<file path="src/rtl/soc1_ram_fill_check.sv">
// Avalon-MM master that fills a word range of the on-chip RAM with a constant or incrementing
// pattern, checks a range against that pattern, or does both, reporting mismatches.
module soc1_ram_fill_check #(
    parameter int unsigned ADDR_W       = 15,
    parameter int unsigned DEPTH        = 25000,
    parameter int unsigned READ_LATENCY = 1
) (
    input  logic              clk,
    input  logic              reset,
    input  logic              start,
    input  logic [1:0]        cmd_mode,
    input  logic [ADDR_W-1:0] cmd_base,
    input  logic [15:0]       cmd_count,
    input  logic [31:0]       cmd_pattern,
    input  logic              cmd_incr,
    output logic              busy,
    output logic              done,
    output logic [15:0]       err_count,
    output logic              err_flag,
    output logic [ADDR_W-1:0] first_err_addr,
    output logic [ADDR_W-1:0] address,
    output logic              chipselect,
    output logic              write,
    output logic [3:0]        byteenable,
    output logic [31:0]       writedata,
    input  logic [31:0]       readdata,
    input  logic              waitrequest
);

    typedef enum logic [2:0] {StIdle, StWr, StRdReq, StRdWait, StFin} state_e;

    localparam logic [ADDR_W-1:0] LastAddr = ADDR_W'(DEPTH - 1);
    localparam logic [2:0]        LatInit  = 3'(READ_LATENCY);

    state_e            state_q, state_d;
    logic              chk_after_q, chk_after_d;
    logic [ADDR_W-1:0] base_q, base_d;
    logic [15:0]       count_q, count_d;
    logic [31:0]       pattern_q, pattern_d;
    logic              incr_q, incr_d;
    logic [15:0]       idx_q, idx_d;
    logic [2:0]        lat_q, lat_d;
    logic              busy_q, busy_d;
    logic              done_q, done_d;
    logic [15:0]       err_count_q, err_count_d;
    logic              err_flag_q, err_flag_d;
    logic [ADDR_W-1:0] first_err_q, first_err_d;
    logic [ADDR_W-1:0] addr_q, addr_d;
    logic              cs_q, cs_d;
    logic              wr_q, wr_d;
    logic [31:0]       wdata_q, wdata_d;

    logic [15:0]       idx_inc;
    logic              is_last;
    logic [ADDR_W-1:0] addr_inc;
    logic [31:0]       exp_data;
    logic [31:0]       next_data;

    always_comb begin
        state_d     = state_q;
        chk_after_d = chk_after_q;
        base_d      = base_q;
        count_d     = count_q;
        pattern_d   = pattern_q;
        incr_d      = incr_q;
        idx_d       = idx_q;
        lat_d       = lat_q;
        busy_d      = busy_q;
        done_d      = 1'b0;
        err_count_d = err_count_q;
        first_err_d = first_err_q;
        addr_d      = addr_q;
        cs_d        = cs_q;
        wr_d        = wr_q;
        wdata_d     = wdata_q;

        idx_inc   = idx_q + 16'd1;
        is_last   = (idx_inc == count_q);
        addr_inc  = (addr_q == LastAddr) ? '0 : addr_q + ADDR_W'(1);
        exp_data  = incr_q ? pattern_q + {16'd0, idx_q} : pattern_q;
        next_data = incr_q ? pattern_q + {16'd0, idx_inc} : pattern_q;

        unique case (state_q)
            StIdle: begin
                if (start && (cmd_mode != 2'b00)) begin
                    chk_after_d = cmd_mode[1] & cmd_mode[0];
                    base_d      = cmd_base;
                    count_d     = cmd_count;
                    pattern_d   = cmd_pattern;
                    incr_d      = cmd_incr;
                    idx_d       = '0;
                    addr_d      = cmd_base;
                    busy_d      = 1'b1;
                    err_count_d = '0;
                    first_err_d = '0;
                    if (cmd_count == 16'd0) begin
                        state_d = StFin;
                    end else if (cmd_mode[0]) begin
                        state_d = StWr;
                        cs_d    = 1'b1;
                        wr_d    = 1'b1;
                        wdata_d = cmd_pattern;
                    end else begin
                        state_d = StRdReq;
                        cs_d    = 1'b1;
                        wr_d    = 1'b0;
                    end
                end
            end
            StWr: begin
                if (!waitrequest) begin
                    if (!is_last) begin
                        idx_d   = idx_inc;
                        addr_d  = addr_inc;
                        wdata_d = next_data;
                    end else if (chk_after_d) begin
                        // Fill done: rewind to the base and read the same range back.
                        state_d = StRdReq;
                        idx_d   = '0;
                        addr_d  = base_q;
                        wr_d    = 1'b0;
                    end else begin
                        state_d = StFin;
                        cs_d    = 1'b0;
                        wr_d    = 1'b0;
                    end
                end
            end
            StRdReq: begin
                if (!waitrequest) begin
                    state_d = StRdWait;
                    cs_d    = 1'b0;
                    lat_d   = LatInit;
                end
            end
            StRdWait: begin
                lat_d = lat_q - 3'd1;
                if (lat_q == 3'd1) begin
                    if (readdata != exp_data) begin
                        if (err_count_q != 16'hFFFF) begin
                            err_count_d = err_count_q + 16'd1;
                        end
                        if (err_count_q == 16'd0) begin
                            first_err_d = addr_q;
                        end
                    end
                    if (is_last) begin
                        state_d = StFin;
                    end else begin
                        state_d = StRdReq;
                        cs_d    = 1'b1;
                        idx_d   = idx_inc;
                        addr_d  = addr_inc;
                    end
                end
            end
            StFin: begin
                state_d = StIdle;
                busy_d  = 1'b0;
                done_d  = 1'b1;
            end
            default: state_d = StIdle;
        endcase

        err_flag_d = (err_count_d != 16'd0);
    end

    always_ff @(posedge clk) begin
        if (reset) begin
            state_q     <= StIdle;
            chk_after_q <= 1'b0;
            base_q      <= '0;
            count_q     <= '0;
            pattern_q   <= '0;
            incr_q      <= 1'b0;
            idx_q       <= '0;
            lat_q       <= '0;
            busy_q      <= 1'b0;
            done_q      <= 1'b0;
            err_count_q <= '0;
            err_flag_q  <= 1'b0;
            first_err_q <= '0;
            addr_q      <= '0;
            cs_q        <= 1'b0;
            wr_q        <= 1'b0;
            wdata_q     <= '0;
        end else begin
            state_q     <= state_d;
            chk_after_q <= chk_after_d;
            base_q      <= base_d;
            count_q     <= count_d;
            pattern_q   <= pattern_d;
            incr_q      <= incr_d;
            idx_q       <= idx_d;
            lat_q       <= lat_d;
            busy_q      <= busy_d;
            done_q      <= done_d;
            err_count_q <= err_count_d;
            err_flag_q  <= err_flag_d;
            first_err_q <= first_err_d;
            addr_q      <= addr_d;
            cs_q        <= cs_d;
            wr_q        <= wr_d;
            wdata_q     <= wdata_d;
        end
    end

    assign busy           = busy_q;
    assign done           = done_q;
    assign err_count      = err_count_q;
    assign err_flag       = err_flag_q;
    assign first_err_addr = first_err_q;
    assign address        = addr_q;
    assign chipselect     = cs_q;
    assign write          = wr_q;
    assign writedata      = wdata_q;
    assign byteenable     = cs_q ? 4'hF : 4'h0;

endmodule

</file>
<file path="config.mk">
export PLATFORM = sky130hd
export DESIGN_NAME = soc1_ram_fill_check
export DESIGN_NICKNAME = d
export VERILOG_FILES = /design/src/rtl/soc1_ram_fill_check.sv
export SDC_FILE = /design/constraint.sdc
export NUM_CORES = 1
export LEC_CHECK = 0
export BUFFER_PORTS_ARGS = -buffer_cell sky130_fd_sc_hd__buf_2
export CORE_ASPECT_RATIO = 0.5
export CORE_UTILIZATION = 35
export CTS_BUF_LIST = sky130_fd_sc_hd__clkbuf_4
export CTS_CLUSTER_SIZE = 10
export DETAILED_ROUTE_END_ITERATION = 7
export PLACE_DENSITY_LB_ADDON = 0.12
export SETUP_SLACK_MARGIN = 0.02
export SLEW_MARGIN = 20
export SYNTH_ARGS = -nofsm -noshare
export SYNTH_HDL_FRONTEND = slang
export SYNTH_SLANG_ARGS = --single-unit
</file>
<file path="constraint.sdc">
create_clock -name clk -period 4 [get_ports clk]
set_clock_uncertainty 0.1 [all_clocks]
set_input_delay 0.8 -clock clk [delete_from_list [all_inputs] [get_ports clk]]
set_output_delay 0.8 -clock clk [all_outputs]
set_load 0.05 [all_outputs]
</file>
### After elaboration in Yosys (flattened, before gate mapping)

Index checks and enable logic that the tools add are counted.

| storage, ports and cells | value |
|---|---|
| RAM bits | 0 |
| bits of input ports | 102 |
| output and inout port bits | 87 |
| memory bits (read-only) | 0 |
| latch bits | 0 |
| word-level logic and storage cells | 131 |
| register bits after elaboration | 170 |
| memories | 0 |

| cells by class | value |
|---|---|
| bitwise gates (word level) | 1 |
| div/mod/pow operators | 0 |
| shift operators | 0 |
| reductions and logical operators | 21 |
| mux-type cells | 64 |
| order comparisons | 0 |
| equality and inequality tests | 22 |
| $mul | 0 |
| add/subtract/negate cells | 6 |

Operators by type and width:

| operator | count |
|---|---|
| 32-bit 2-to-1 mux | 7 |
| 15-bit 2-to-1 mux | 11 |
| 16-bit 2-to-1 mux | 10 |
| 32-bit by 16-bit adder with 32-bit output | 2 |
| 32-bit one-hot mux with 2 select lines | 1 |
| 16-bit one-hot mux with 3 select lines | 1 |
| 15-bit one-hot mux with 3 select lines | 1 |
| 16-bit by 1-bit adder with 16-bit output (second input constant) | 2 |
| 16-bit logical NOT | 2 |
| 32-bit != test | 1 |
| 16-bit one-hot mux with 2 select lines | 1 |
| 15-bit one-hot mux with 2 select lines | 1 |
| 3-bit 2-to-1 mux | 9 |
| 2-bit != test (second input constant) | 12 |
| 16-bit == test | 1 |
| 16-bit != test (second input constant) | 1 |
| 16-bit nonzero test | 1 |
| 15-bit by 1-bit adder with 15-bit output (second input constant) | 1 |
| 15-bit == test (second input constant) | 1 |
| 1-bit 2-to-1 mux | 15 |
| 5-bit AND reduction | 3 |
| 3-bit one-hot mux with 4 select lines | 1 |
| 6-bit AND reduction | 2 |
| 2-bit nonzero test | 5 |
| other kinds (17) | 22 |

### Depth between registers and ports, before layout

| logic depth | value |
|---|---|
| depth in word-level cells | 7 |
| gate-level depth with buffers | 18 |
| mapped depth without buffers | 18 |

### Worst setup path after synthesis

Ideal clock, no wire load.

| timing path | value |
|---|---|
| kind | register -> register |
| from | register idx_q[0] |
| to | register err_flag_q, in the netlist err_flag |
| arrival time | 4.103 ns |
| library setup time | 0.138 ns |
| data required time | 3.762 ns |
| period minus slack after synthesis | 4.341 ns |
| buffers on the path | 1 |
| path slack | -0.341 ns |
| stages on the path, launching flop included | 17 |
| path through | dfxtp_1 ha_1 fa_1 a211oi_1 o211ai_1 a41oi_1 o41ai_1 or4_1 a211oi_1 nand4b_1 nor4_2 nor3_1 buf_6 a211o_1 nor4_1 and4_1 a41oi_1 |

| between the ends | value |
|---|---|
| longest elaborated chain between the ends | 7 |

RTL lines:

| item | RTL line | RTL |
|---|---|---|
| start: declaration | 41 | `logic [15:0] idx_q, idx_d;` |
| start signal: assignment | 194 | `idx_q <= idx_d;` |
| 32-bit by 16-bit adder with 32-bit output | 80 | `exp_data = incr_q ? pattern_q + {16'd0, idx_q} : pattern_q;` |
| 32-bit 2-to-1 mux | 80 |  |
| 32-bit != test | 139 | `if (readdata != exp_data) begin` |
| 16-bit 2-to-1 mux | 139 |  |
| 16-bit 2-to-1 mux | 138 | `if (lat_q == 3'd1) begin` |
| 16-bit one-hot mux with 2 select lines | 83 | `unique case (state_q)` |
| 16-bit nonzero test | 165 | `err_flag_d = (err_count_d != 16'd0);` |
| end signal: assignment | 199 | `err_flag_q <= err_flag_d;` |
| end: declaration | 46 | `logic err_flag_q, err_flag_d;` |

No other way between the ends.
A chain may end at the register's enable or synchronous reset.

### Worst setup path in the final report

Same ends and word-level chain as after synthesis.

==> impl_metrics.env <==
export IMPL_start_util_pct=35.9
export IMPL_via_per_inst=5.41
export IMPL_fin_crit_sh_pct=116
export IMPL_dpl_worst_slack_ns=-0.692
export IMPL_leakage_nw=6.14
export IMPL_gp_congestion=0.938
export IMPL_cts_sinks=170
export IMPL_intPower_mw=3.13
export IMPL_grt_use_met2_pct=39.4
export IMPL_violations="negative setup slack"
export IMPL_vias=12100
export IMPL_first_iter_violations=962
export IMPL_fmax_mhz=215
export IMPL_ys_flop_type="dfxtp_1"
export IMPL_dpl_hpwl_um=31100
export IMPL_seq_power_share_pct=36.5
export IMPL_cts_hold_buf=0
export IMPL_wirelength_um=41900
export IMPL_whs_ns=0.302
export IMPL_syn_area_per_cell_sq_um=7.44
export IMPL_power_frac_clock_pct=17.2
export IMPL_slew_headroom_pct=39.5
export IMPL_grt_max_degree=77
export IMPL_power_mw=5.99
export IMPL_drive_gt1_share_pct=31.2
export IMPL_hold_viol=0
export IMPL_rsz0062_at_grt="true"
export IMPL_drt_pass1_iterations=5
export IMPL_synth_cell_types=73
export IMPL_p_switching_mw=2.86
export IMPL_setup_viol=30
export IMPL_grt_use_total_pct=25.5
export IMPL_synth_edff_count=0
export IMPL_post_route_min_period_ns=4.64
export IMPL_post_route_util_pct=48.5
export IMPL_gr_total_overflow=0
export IMPL_tritoncts="built"
export IMPL_ioPinCount=189
export IMPL_htreeDepth=4
export IMPL_power_frac_comb_pct=46.3
export IMPL_switching_share_pct=47.7
export IMPL_die_w_um=253
export IMPL_async_flop_share_pct=0
export IMPL_use_met3_pct=3.67
export IMPL_r2r_slack_ns=-0.64
export IMPL_crit_path_end_kind="flop"
export IMPL_grt_busiest_layer="met2"
export IMPL_crit_required_ns=4.35
export IMPL_cts_buffers_inserted=17
export IMPL_ys_ff_latch=170
export IMPL_cp_arrival_ns=5.00
export IMPL_worst_slack_ns=-0.642
export IMPL_power_density_nw_per_um2=404
export IMPL_maxCapViolCount=0
export IMPL_fp_dieH_um=127
export IMPL_clock_root_buffer="clkbuf_4"
export IMPL_final_setup_tns_ns=-9.21
export IMPL_path_class="flop to flop"
export IMPL_grt_pass1_vias=11200
export IMPL_crit_path_start_kind="flop"
export IMPL_ys_warnings_count=0
export IMPL_synthCells=1477
export IMPL_clkLatencyLatePin_ns=0.62
export IMPL_drv_slew=0
export IMPL_areaGrowthSynthToFinish_pct=34.9
export IMPL_antenna_found_initial=1
export IMPL_syn_area_sq_um=11000
export IMPL_fin_nets=1944
export IMPL_syn_nets=1619
export IMPL_worstMarginPinSlew_ns=0.907
export IMPL_ir_drop_v=0.000195
export IMPL_core_sq_um=30600
export IMPL_wire_per_inst_um=18.7
export IMPL_crit_path_max_fanout=6
export IMPL_ant_nets=0
export IMPL_drc=0
export IMPL_hold_path_class="input pin to flop"
export IMPL_use_met1_pct=37.5
export IMPL_num_rows=45
export IMPL_synth_seq_area_share_pct=31.0
export IMPL_port_buffer_count=188
export IMPL_die_area_sq_um=32100
export IMPL_cts_buffer_depth=2
export IMPL_grt_pass1_wl_um=63900
export IMPL_path_clk_slew_ns=0.17
export IMPL_outcome="finished, violations left"
export IMPL_n_fill_cell=3055
power groups by stage:
stage	clock [mW]	sequential, mW	combinational [mW]
3_5_place_dp	0	2.21	2.67
3_3_place_gp	0	2.20	2.65
5_1_grt	1.13	2.22	3.00
4_1_cts	1.06	2.17	2.72
2_1_floorplan	0	2.56	1.41
6_report	1.03	2.19	2.77
synthesized netlist by cell type, drive strengths merged (12+ instances only):
| master | instances | area share (%) |
|---|---|---|
| nand4 | 19 | 1.2 |
| clkbuf | 73 | 2.5 |
| xnor2 | 53 | 4.2 |
| buf | 24 | 1.4 |
| nor2 | 138 | 4.7 |
| xor2 | 57 | 4.5 |
| inv | 36 | 1.2 |
| a211oi | 24 | 1.6 |
| a21oi | 195 | 8.9 |
| o21ai | 59 | 2.7 |
| dfxtp | 170 | 31 |
| ha | 38 | 4.3 |
| nor4 | 20 | 1.3 |
| nor2b | 17 | 0.97 |
| nand2 | 234 | 8.0 |
| nor3 | 46 | 2.1 |
| nand3 | 37 | 1.7 |
| o2111ai | 18 | 1.4 |
| o211ai | 20 | 1.4 |
| mux2i | 12 | 1.1 |
| and3 | 22 | 1.3 |
per-layer routing:
metal  up-vias  share of wire, %
li1       5894                 -
met1      5849                50
met2       320                44
met3        46               4.8
met4         0               1.3
met5         -                 0
per-stage QoR:
step           cells  area, sq um
2_1_floorplan   1477        11000
3_3_place_gp    2190        13700
3_5_place_dp    2190        13700
4_1_cts         2230        14300
5_1_grt         2239        14800
6_report        2239        14800
registers in the layout, summed over array words and instances (netlist names):
signal,cells
base_q,15
idx_q,16
state_q,3
address,15
done,1
err_count,16
lat_q,3
err_flag,1
chipselect,1
write,1
first_err_addr,15
incr_q,1
count_q,16
pattern_q,32
chk_after_q,1
busy,1
writedata,32
logic make-up after synthesis:
logic type	count (synthesis)	share of synthesized area, %
flops	170	31.0
compound gates	412	23.2
buf+inv	133	5.09
simple gates	592	25.2
xor+xnor	111	8.97
fa+ha+maj	40	4.69
mux	19	1.81
worst max-delay path: stages (launching register included):
cell and delay (ns):
dfxtp_4 0.38, ha_4 0.17, fa_2 0.38, a211oi_4 0.23
o211ai_1 0.17, a41oi_2 0.35, buf_4 0.19, o41ai_4 0.08
or4_4 0.55, a211oi_4 0.22, nand4b_1 0.14, nor4_2 0.23
buf_4 0.25, o21ba_2 0.16, nor4_2 0.04, buf_4 0.14
nor4_4 0.32, and4_1 0.24, a41oi_1 0.12
cells in the final DEF, fill, tap and decap left out, drive strengths merged, types with 9 or more instances in the layout:
| master | instances |
|---|---|
| nor3b | 11 |
| a21oi | 195 |
| nor2b | 17 |
| and3 | 22 |
| o21ai | 60 |
| mux2i | 12 |
| buf | 401 |
| inv | 43 |
| clkbuf | 18 |
| nand2 | 234 |
| o211ai | 20 |
| a21o | 9 |
| ha | 38 |
| dfxtp | 170 |
| o2111ai | 18 |
| o21a | 11 |
| xnor2 | 53 |
| a211oi | 24 |
| nand4 | 19 |
| nor4 | 20 |
| xor2 | 57 |
| nand3 | 37 |
| nor3 | 46 |
| nor2 | 138 |
cell type report:
type | count | area [sq um] | share of cell area, %
clock buffers | 17 | 128 | 0.861
diodes | 1 | 2.50 | 0.0169
multi-input cells | 1175 | 7780 | 52.5
clock inverters | 15 | 139 | 0.937
repair buffers | 402 | 2690 | 18.2
flip-flops and latches | 170 | 3420 | 23.0
well taps | 423 | 529 | 3.57
inverters | 36 | 135 | 0.912
path summary, 6_finish.rpt:
path | from | endpoint | cells past startpoint
worst max register to register | idx_q[0] | err_flag | 18
worst max-delay path | idx_q[0] | err_flag | 18
worst min-delay path | cmd_base[1] | base_q[1] | 3
worst min register to register | writedata[0] | writedata[0] | 2
repair_timing:
item / CTS / global route
setup buffers: 6 / 9
pin swaps: 38 / 41
gates resized for setup: 59 / 96
cloned: 2 / 0
setup endpoints to repair: 55 / 77
Note: power is estimated with default switching activity, not from simulation.
